[config.mk]
export PLATFORM = sky130hd
export DESIGN_NAME = csr_counter_bank
export DESIGN_NICKNAME = d
export VERILOG_FILES = /design/src/rtl/csr_counter_bank.sv
export SDC_FILE = /design/constraint.sdc
export NUM_CORES = 2
export LEC_CHECK = 0
export ABC_AREA = 1
export CORE_ASPECT_RATIO = 0.9
export CORE_MARGIN = 5
export CORE_UTILIZATION = 30
export CTS_CLUSTER_DIAMETER = 60
export DETAILED_ROUTE_END_ITERATION = 7
export GPL_ROUTABILITY_DRIVEN = 0
export PLACE_DENSITY = 0.5
export SYNTH_ARGS = -nofsm -noshare
export SYNTH_HDL_FRONTEND = slang
export SYNTH_SLANG_ARGS = --single-unit
[constraint.sdc]
create_clock -name clk -period 2.1 [get_ports clk]
set_clock_uncertainty 0.1 [all_clocks]
set_input_delay 0.42 -clock clk [delete_from_list [all_inputs] [get_ports clk]]
set_output_delay 0.42 -clock clk [all_outputs]
set_load 0.1 [all_outputs]
[src/rtl/csr_counter_bank.sv]
// csr_counter_bank: machine counter/timer CSR bank.
//   Holds mcycle, minstret and NUM_HPM programmable mhpmcounterN (N = 3..),
//   plus mcountinhibit, mhpmeventN and mcountovf. Reads have zero latency
//   and are decoded combinationally. Writes take effect on the rising edge
//   of clk, and a write to a counter takes priority over its increment.
// Ports:
//   clk, rst (async, active-low)
//   csrWriteEnable/csrWriteAddress/csrWriteData  CSR write request
//   csrReadEnable/csrReadAddress                 CSR read request
//   csrReadData/csrRequestOutput                 read data / address-owned flag
//   instructionCompleted                         retire pulse for minstret
//   events[NUM_EVENTS-1:0]                       HPM event strobes
//   overflowInterrupt                            OR of enabled overflow flags
module csr_counter_bank #(
  parameter int unsigned NUM_HPM       = 4,
  parameter int unsigned COUNTER_WIDTH = 64,
  parameter int unsigned NUM_EVENTS    = 8
) (
  input  logic                  clk,
  input  logic                  rst,
  input  logic                  csrWriteEnable,
  input  logic [11:0]           csrWriteAddress,
  input  logic [31:0]           csrWriteData,
  input  logic                  csrReadEnable,
  input  logic [11:0]           csrReadAddress,
  output logic [31:0]           csrReadData,
  output logic                  csrRequestOutput,
  input  logic                  instructionCompleted,
  input  logic [NUM_EVENTS-1:0] events,
  output logic                  overflowInterrupt
);

  // Arrays keep at least one entry so NUM_HPM = 0 still elaborates; the
  // spare entry is never addressed.
  localparam int unsigned HPM_N    = (NUM_HPM == 0) ? 1 : NUM_HPM;
  localparam logic [31:0] HPM_BITS = ((32'h1 << NUM_HPM) - 32'h1) << 3;
  localparam logic [31:0] INH_MASK = 32'h5 | HPM_BITS;

  typedef logic [COUNTER_WIDTH-1:0] cnt_t;

  // Replace one 32-bit half; upper bits beyond COUNTER_WIDTH are dropped.
  function automatic cnt_t wr_half(input cnt_t cur, input logic hi, input logic [31:0] data);
    logic [63:0] ext;
    ext = 64'(cur);
    if (hi) ext[63:32] = data;
    else    ext[31:0]  = data;
    return ext[COUNTER_WIDTH-1:0];
  endfunction

  // Upper half is zero-extended when COUNTER_WIDTH < 64.
  function automatic logic [31:0] rd_half(input cnt_t cur, input logic hi);
    logic [63:0] ext;
    ext = 64'(cur);
    return hi ? ext[63:32] : ext[31:0];
  endfunction

  cnt_t        mcycle_q, mcycle_d;
  cnt_t        minstret_q, minstret_d;
  cnt_t        hpm_q [HPM_N];
  cnt_t        hpm_d [HPM_N];
  logic [7:0]  sel_q [HPM_N];
  logic [7:0]  sel_d [HPM_N];
  logic        ovie_q [HPM_N];
  logic        ovie_d [HPM_N];
  logic [31:0] inhibit_q, inhibit_d;
  logic [31:0] ovf_q, ovf_d;
  logic [31:0] ovf_set, ovf_clr;
  logic        hpm_hit [HPM_N];

  // Selected event per counter; select 0 or above NUM_EVENTS never matches.
  always_comb begin
    for (int unsigned i = 0; i < HPM_N; i++) begin
      hpm_hit[i] = 1'b0;
      for (int unsigned j = 0; j < NUM_EVENTS; j++) begin
        if (sel_q[i] == 8'(j + 1) && events[j]) hpm_hit[i] = 1'b1;
      end
    end
  end

  always_comb begin
    mcycle_d   = mcycle_q;
    minstret_d = minstret_q;
    hpm_d      = hpm_q;
    sel_d      = sel_q;
    ovie_d     = ovie_q;
    inhibit_d  = inhibit_q;
    ovf_set    = '0;
    ovf_clr    = '0;

    if (csrWriteEnable && (csrWriteAddress == 12'hB00 || csrWriteAddress == 12'hB80))
      mcycle_d = wr_half(mcycle_q, csrWriteAddress[7], csrWriteData);
    else if (!inhibit_q[0])
      mcycle_d = mcycle_q + cnt_t'(1);

    if (csrWriteEnable && (csrWriteAddress == 12'hB02 || csrWriteAddress == 12'hB82))
      minstret_d = wr_half(minstret_q, csrWriteAddress[7], csrWriteData);
    else if (instructionCompleted && !inhibit_q[2])
      minstret_d = minstret_q + cnt_t'(1);

    if (csrWriteEnable && csrWriteAddress == 12'h320)
      inhibit_d = csrWriteData & INH_MASK;

    if (csrWriteEnable && csrWriteAddress == 12'h7C0)
      ovf_clr = csrWriteData & HPM_BITS;

    for (int unsigned i = 0; i < NUM_HPM; i++) begin
      if (csrWriteEnable && (csrWriteAddress == 12'(32'hB03 + i) ||
                             csrWriteAddress == 12'(32'hB83 + i))) begin
        hpm_d[i] = wr_half(hpm_q[i], csrWriteAddress[7], csrWriteData);
      end else if (hpm_hit[i] && !inhibit_q[3 + i]) begin
        hpm_d[i] = hpm_q[i] + cnt_t'(1);
        if (hpm_q[i] == '1) ovf_set[3 + i] = 1'b1;
      end
      if (csrWriteEnable && csrWriteAddress == 12'(32'h323 + i)) begin
        sel_d[i]  = csrWriteData[7:0];
        ovie_d[i] = csrWriteData[31];
      end
    end

    // Set wins over a same-edge write-1-clear.
    ovf_d = (ovf_q & ~ovf_clr) | ovf_set;
  end

  always_ff @(posedge clk or negedge rst) begin
    if (!rst) begin
      mcycle_q   <= '0;
      minstret_q <= '0;
      inhibit_q  <= '0;
      ovf_q      <= '0;
      for (int unsigned i = 0; i < HPM_N; i++) begin
        hpm_q[i]  <= '0;
        sel_q[i]  <= '0;
        ovie_q[i] <= 1'b0;
      end
    end else begin
      mcycle_q   <= mcycle_d;
      minstret_q <= minstret_d;
      inhibit_q  <= inhibit_d;
      ovf_q      <= ovf_d;
      hpm_q      <= hpm_d;
      sel_q      <= sel_d;
      ovie_q     <= ovie_d;
    end
  end

  always_comb begin
    csrReadData      = '0;
    csrRequestOutput = 1'b0;
    if (csrReadEnable) begin
      case (csrReadAddress)
        12'hB00, 12'hB80, 12'hC00, 12'hC80, 12'hC01, 12'hC81: begin
          csrRequestOutput = 1'b1;
          csrReadData      = rd_half(mcycle_q, csrReadAddress[7]);
        end
        12'hB02, 12'hB82, 12'hC02, 12'hC82: begin
          csrRequestOutput = 1'b1;
          csrReadData      = rd_half(minstret_q, csrReadAddress[7]);
        end
        12'h320: begin
          csrRequestOutput = 1'b1;
          csrReadData      = inhibit_q;
        end
        12'h7C0: begin
          csrRequestOutput = 1'b1;
          csrReadData      = ovf_q;
        end
        default: ;
      endcase
      for (int unsigned i = 0; i < NUM_HPM; i++) begin
        if (csrReadAddress == 12'(32'hB03 + i) || csrReadAddress == 12'(32'hB83 + i) ||
            csrReadAddress == 12'(32'hC03 + i) || csrReadAddress == 12'(32'hC83 + i)) begin
          csrRequestOutput = 1'b1;
          csrReadData      = rd_half(hpm_q[i], csrReadAddress[7]);
        end
        if (csrReadAddress == 12'(32'h323 + i)) begin
          csrRequestOutput = 1'b1;
          csrReadData      = {ovie_q[i], 23'b0, sel_q[i]};
        end
      end
    end
  end

  always_comb begin
    overflowInterrupt = 1'b0;
    for (int unsigned i = 0; i < NUM_HPM; i++)
      overflowInterrupt = overflowInterrupt | (ovf_q[3 + i] & ovie_q[i]);
  end

endmodule

---- Word-level counts from Yosys, hierarchy flattened ----
Index checks and enable logic that the tools add are counted.
operators by class
  $add $sub $neg .......................... 6
  $mul .................................... 0
  div/mod/pow operators ................... 0
  magnitude comparators ................... 0
  equal/unequal tests ..................... 99
  shift operators ......................... 0
  mux-type cells .......................... 85
  bitwise gates (word level) .............. 10
  reduce and logical (&&, ||, !) cells .... 92
operator list
  cell                     number
  $mux W64                 12
  $mux W32                 17
  $eq A12 B12 Y1 const B   38
  $add A64 B1 Y64 const B  6
  $eq A64 B64 Y1 const B   4
  $eq A8 B3 Y1 const B     16
  $pmux W32 S4             1
  $eq A12 B10 Y1 const B   10
  $eq A8 B2 Y1 const B     8
  $mux W1                  54
  $logic_and A1 B1 Y1      49
  $and A32 B32 Y32         1
  $eq A8 B1 Y1 const B     4
  $eq A8 B4 Y1 const B     4
  $not A32 Y32             1
  $or A32 B7 Y32           1
  $eq A12 B11 Y1 const B   2
  $ne A2 B2 Y1 const B     12
  $reduce_and A2 Y1        12
  $logic_or A1 B1 Y1       18
  $reduce_or A12 Y1        1
  $reduce_bool A2 Y1       5
  $mux W7                  1
  $reduce_or A6 Y1         1
  other kinds (5)          14
storage, ports and cells
  register bits ........................... 458
  bits in latches ......................... 0
  bits in writable memories ............... 0
  bits in read-only memories .............. 0
  input port bits ......................... 69
  output and inout bits ................... 34
  memories kept ........................... 0

---- Longest topological paths before layout ----
  word-level depth ........................ 14
  mapped depth ............................ 16
  gate-level depth less buffers ........... 16

---- Worst setup path before layout ----
No wires, ideal clock.
  path type ............................... input -> output
  from .................................... input port csrReadAddress[8]
  to ...................................... output port csrReadData[11]
  arrival time ............................ 3067 ps
  required time ........................... 1580 ps
  slack ................................... -1487 ps
  stages .................................. 10
  cell sequence ........................... nand2_1 -> inv_1 -> nand2_1 -> nand2_1 -> nand3_1 -> nor2_1 -> buf_2 -> buf_2 -> nand2_1 -> a21oi_1
on the way
  cells in the longest elaborated chain, start to end .. 13
RTL lines
  element                                                                RTL line  text
  from (decl)                                                            25        input logic [11:0] csrReadAddress,
  parallel branches: the longest is 11 deep, another holds $pmux W32 S4  n/a
  $mux W32 *                                                             175       if (csrReadAddress == 12'(32'h323 + i)) begin
  $mux W32 *                                                             149       if (csrReadEnable) begin
  to (decl)                                                              26        output logic [31:0] csrReadData,
Mark *: on every way between the ends.

---- Worst setup path in the final report ----
  from .................................... register hpm_q[255] (netlist name)
  to ...................................... output port csrReadData[31]
on the way
  cells in the longest elaborated chain, start to end .. 10
RTL lines
  element                 RTL line  text
  from (decl)             59        cnt_t hpm_q [HPM_N];
  from (signal assigned)  140       hpm_q <= hpm_d;
  $mux W32                54        return hi ? ext[63:32] : ext[31:0];
  $mux W32                170       if (csrReadAddress == 12'(32'hB03 + i) || csrReadAddress == 12'(32'hB83 + i) ||
  $mux W32                175
  $mux W32                170
  $mux W32                175
  $mux W32                170
  $mux W32                175
  $mux W32                170
  $mux W32                175
  $mux W32                149
Every way passes these cells.

==> results.yml <==
outcome:
  run_status: "complete, but fails checks"
  violations: "DRC, setup timing"
synthesis:
  synth_edf_count: 0
  yosys.area.top_type_share: 0.303
  synth_cells: 5658
  syn_nets: 5733
  ys_types: 58
  netlist_area_um2: 35500
  synthTopCellsByArea: "dfrtp_1 (30%), nand2_1 (15%), o21ai_0 (8.0%)"
  synth_most_common_cell: "nand2_1"
  ys_ff_latch: 430
  synthFlopType: "dfrtp_1"
  yosys_warnings: 0
  synth_seq_area_share: 0.303
  avgSynthCellArea_um2: 6.27
  synthTopCellsByCount: "nand2_1 (1449), nor2_1 (714), inv_1 (600)"
  ys_async_sr_fraction: 1.00
  synth_top_area_cell: "dfrtp_1"
cells_and_area:
  fillers: 11600
  drive_above_1_share: 0.372
  finalCoreUtilization: 0.500
  syn_to_final_growth_pct: 65.0
  nets: 7247
  finalNonFillerCells: 8803
sta:
  tightest_slew_ns: 0.794
  setup_slack_ns: -1.03
  fmax_ghz: 0.319
  finalHoldViolations: 0
  slew_violations: 0
  grt_setup_unrepaired: "yes"
  period_minus_slack_ns: 3.13
  setup_viol: 184
  max_slew_margin: 0.470
  finalCritPeriodShare: 1.49
setup_path:
  cp-startpoint: "hpm_q[255]$_DFFE_PN0P_"
  cpPeakStageDelay_ns: 0.40
  cp.arrival_ns: 2.61
  path_buf_inv: 3
  slowest_stage: "dfrtp_1"
  endpoint_kind: "output pin"
  r2r_start: "hpm_q[64]$_DFFE_PN0P_"
  critical-path-top-delay-family: "simple AND/OR/NAND/NOR gates"
  path_depth: 10
  crit_type: "reg2out"
  worstSetupStartpointType: "register"
  rrSetupSlack_ns: -0.19
  r2r.worst_path.cells: 16
  crit_fanout: 4
  reg2reg_to: "hpm_q[113]$_DFFE_PN0P_"
  crit_path_end: "csrReadData[31]"
  crit_chain: "buf_12 -> o21ai_4 -> o21ai_1 -> o21ai_2 -> nand2_2 -> nand2_1 -> nand4_1 -> nand2_2 -> clkinvlp_4 -> buf_12"
  crit_required_ns: 1.58
clock_network:
  cts_buffers: 69
  clock_sink_count: 430
  clk_latency_ns: 0.70
  cts_root_buf: "clkbuf_16"
  htreeDepth: 3
  cts_tree: "built"
  ctsLongestPathBuffers: 3
  path_clk_slew_ns: 0.06
global_route:
  grt_pass1_vias: 44400
  grt-ovfl-total: 0
  antenna_found_initial: 18
  grt_pass1_wl_um: 314000
  grt_max_degree: 68
  track_usage: 0.344
detailed_routing:
  vias: 49100
  drtIter0Drc: 6862
  drc: 2
  ant_nets: 0
  first_pass_iters: 8
  viasPerCell: 5.57
  wl_per_cell_um: 25.6
  wl_um: 226000
worst_hold_path:
  min_path_type: "in2async"
job:
  drv_cap: 0
pwr:
  power_frac_comb: 0.496
  p_clk_frac: 0.251
  peakVddDrop_mv: 0.611
  p_switching_uw: 19900
  p_leak_uw: 0.0273
  seq_power_share: 0.253
  p_total_uw: 45800
  power.internal_uw: 25900
  switching_share: 0.434
  cellPowerDensity_nw_per_um2: 782
floorplan:
  die_x_um: 372
  fp.dieArea_um2: 125000
  core_area_um2: 117000
  ios: 103
  start_util: 0.303
  rows: 119
  dieHeight_um: 336
place:
  dpl.hpwl_um: 177000
  port_buffers: 102
  dp_cells: 8503
[layout by cell type, fill, tap and decap left out, types with 12 or more instances in the layout]
master | synthesis | final
xnor2_1 | 48 | 43
o21ai_4 | 1 | 15
a21oi_1 | 346 | 270
a221oi_2 | 0 | 14
nor3_1 | 184 | 102
o211ai_1 | 40 | 40
inv_2 | 26 | 95
nor2_2 | 25 | 115
o21ai_2 | 4 | 39
a22oi_1 | 54 | 52
xor2_1 | 225 | 221
clkbuf_8 | 0 | 12
nand3_2 | 4 | 37
a21oi_4 | 0 | 29
dfrtp_2 | 0 | 32
clkbuf_16 | 0 | 73
buf_6 | 2 | 131
buf_4 | 9 | 1315
nand4_1 | 160 | 160
inv_6 | 0 | 12
buf_12 | 0 | 149
nor2_1 | 714 | 528
dfrtp_1 | 430 | 398
a31oi_1 | 91 | 88
clkdlybuf4s50_1 | 0 | 48
nand2_2 | 9 | 135
nand2_4 | 1 | 62
o21ai_0 | 568 | 425
clkinvlp_4 | 0 | 14
o21ai_1 | 29 | 124
a21oi_2 | 0 | 47
nand2_1 | 1449 | 1257
nand3_4 | 1 | 26
nor3_4 | 1 | 27
nor3_2 | 11 | 67
nor4_1 | 29 | 12
inv_1 | 600 | 505
nand3_1 | 261 | 203
nor2_4 | 8 | 104
[through the flow]
stage,instance area (um2),setup TNS [ns],hold slack [ns],setup slack (ns)
after floorplan,36400,-11.03,0.0244,-0.363
after global placement,50300,-317.99,0.206,-1.37
after detailed placement,50300,-331.39,0.200,-1.38
after CTS,56000,-26.62,0.0777,-0.936
after global routing,58500,-57.28,0.0960,-1.02
final,58500,-33.61,0.105,-1.03
[power by group through the flow]
stage	Combinational (uW)	Sequential (uW)	Clock [uW]
after floorplan	7820	11400	0
after global placement	18400	11500	0
after detailed placement	18500	11500	0
after CTS	20300	11400	11600
after global routing	23900	11700	11900
final	22700	11600	11500
[sequential cells by signal, indices dropped and copies added (netlist names)]
signal and flops:
ovf_q 4, sel_q 32, ovie_q 4, hpm_q 256
minstret_q 64, inhibit_q 6, mcycle_q 64
[worst min path at each step]
stage,endpoint,slack (ns),cells after the start
after CTS,sel_q[23]$_DFFE_PN0P_,0.08,2
after floorplan,hpm_q[0]$_DFFE_PN0P_,0.02,0
after global placement,sel_q[11]$_DFFE_PN0P_,0.21,1
after detailed placement,sel_q[17]$_DFFE_PN0P_,0.20,1
final,sel_q[23]$_DFFE_PN0P_,0.11,2
after global routing,sel_q[23]$_DFFE_PN0P_,0.1,2
[per-layer routing]
metal  wire (um)  track usage
met1       89300        0.464
met2       86600        0.461
met3       33100        0.138
met4       16400        0.195
met5         257            0
[cell families (layout without fill, tap and decap cells)]
group,count (synthesis),after routing,synth area share
flops,430,430,0.303
xor+xnor,273,273,0.0674
other cells,0,9,0
mux,2,2,0.000564
buf+inv,866,2427,0.0966
fa+ha+maj,6,6,0.00212
compound gates,1180,1181,0.181
simple gates,2901,2902,0.349
[final cells by class]
class                   count  area, um2  share of cell area
multi-input cells        4364      25600               0.437
repair buffers           1678      15500               0.264
flip-flops and latches    430      10800               0.184
inverters                 628       2490              0.0425
well taps                1573       1970              0.0336
clock buffers              88       1920              0.0328
clock inverters            32        270             0.00462
diodes                      9       22.5            0.000385
repair inverters            1       8.76            0.000150
[timing repair]
action | 4_1_cts | 5_1_grt
gates resized for setup | 752 | 598
pin swaps | 225 | 257
endpoints found under the hold margin | 282 | 0
setup endpoints to repair | 334 | 395
hold buffers | 1 | 0
gates cloned | 14 | 5
buffers inserted | 134 | 80
Power figures use the tool's default switching activity.
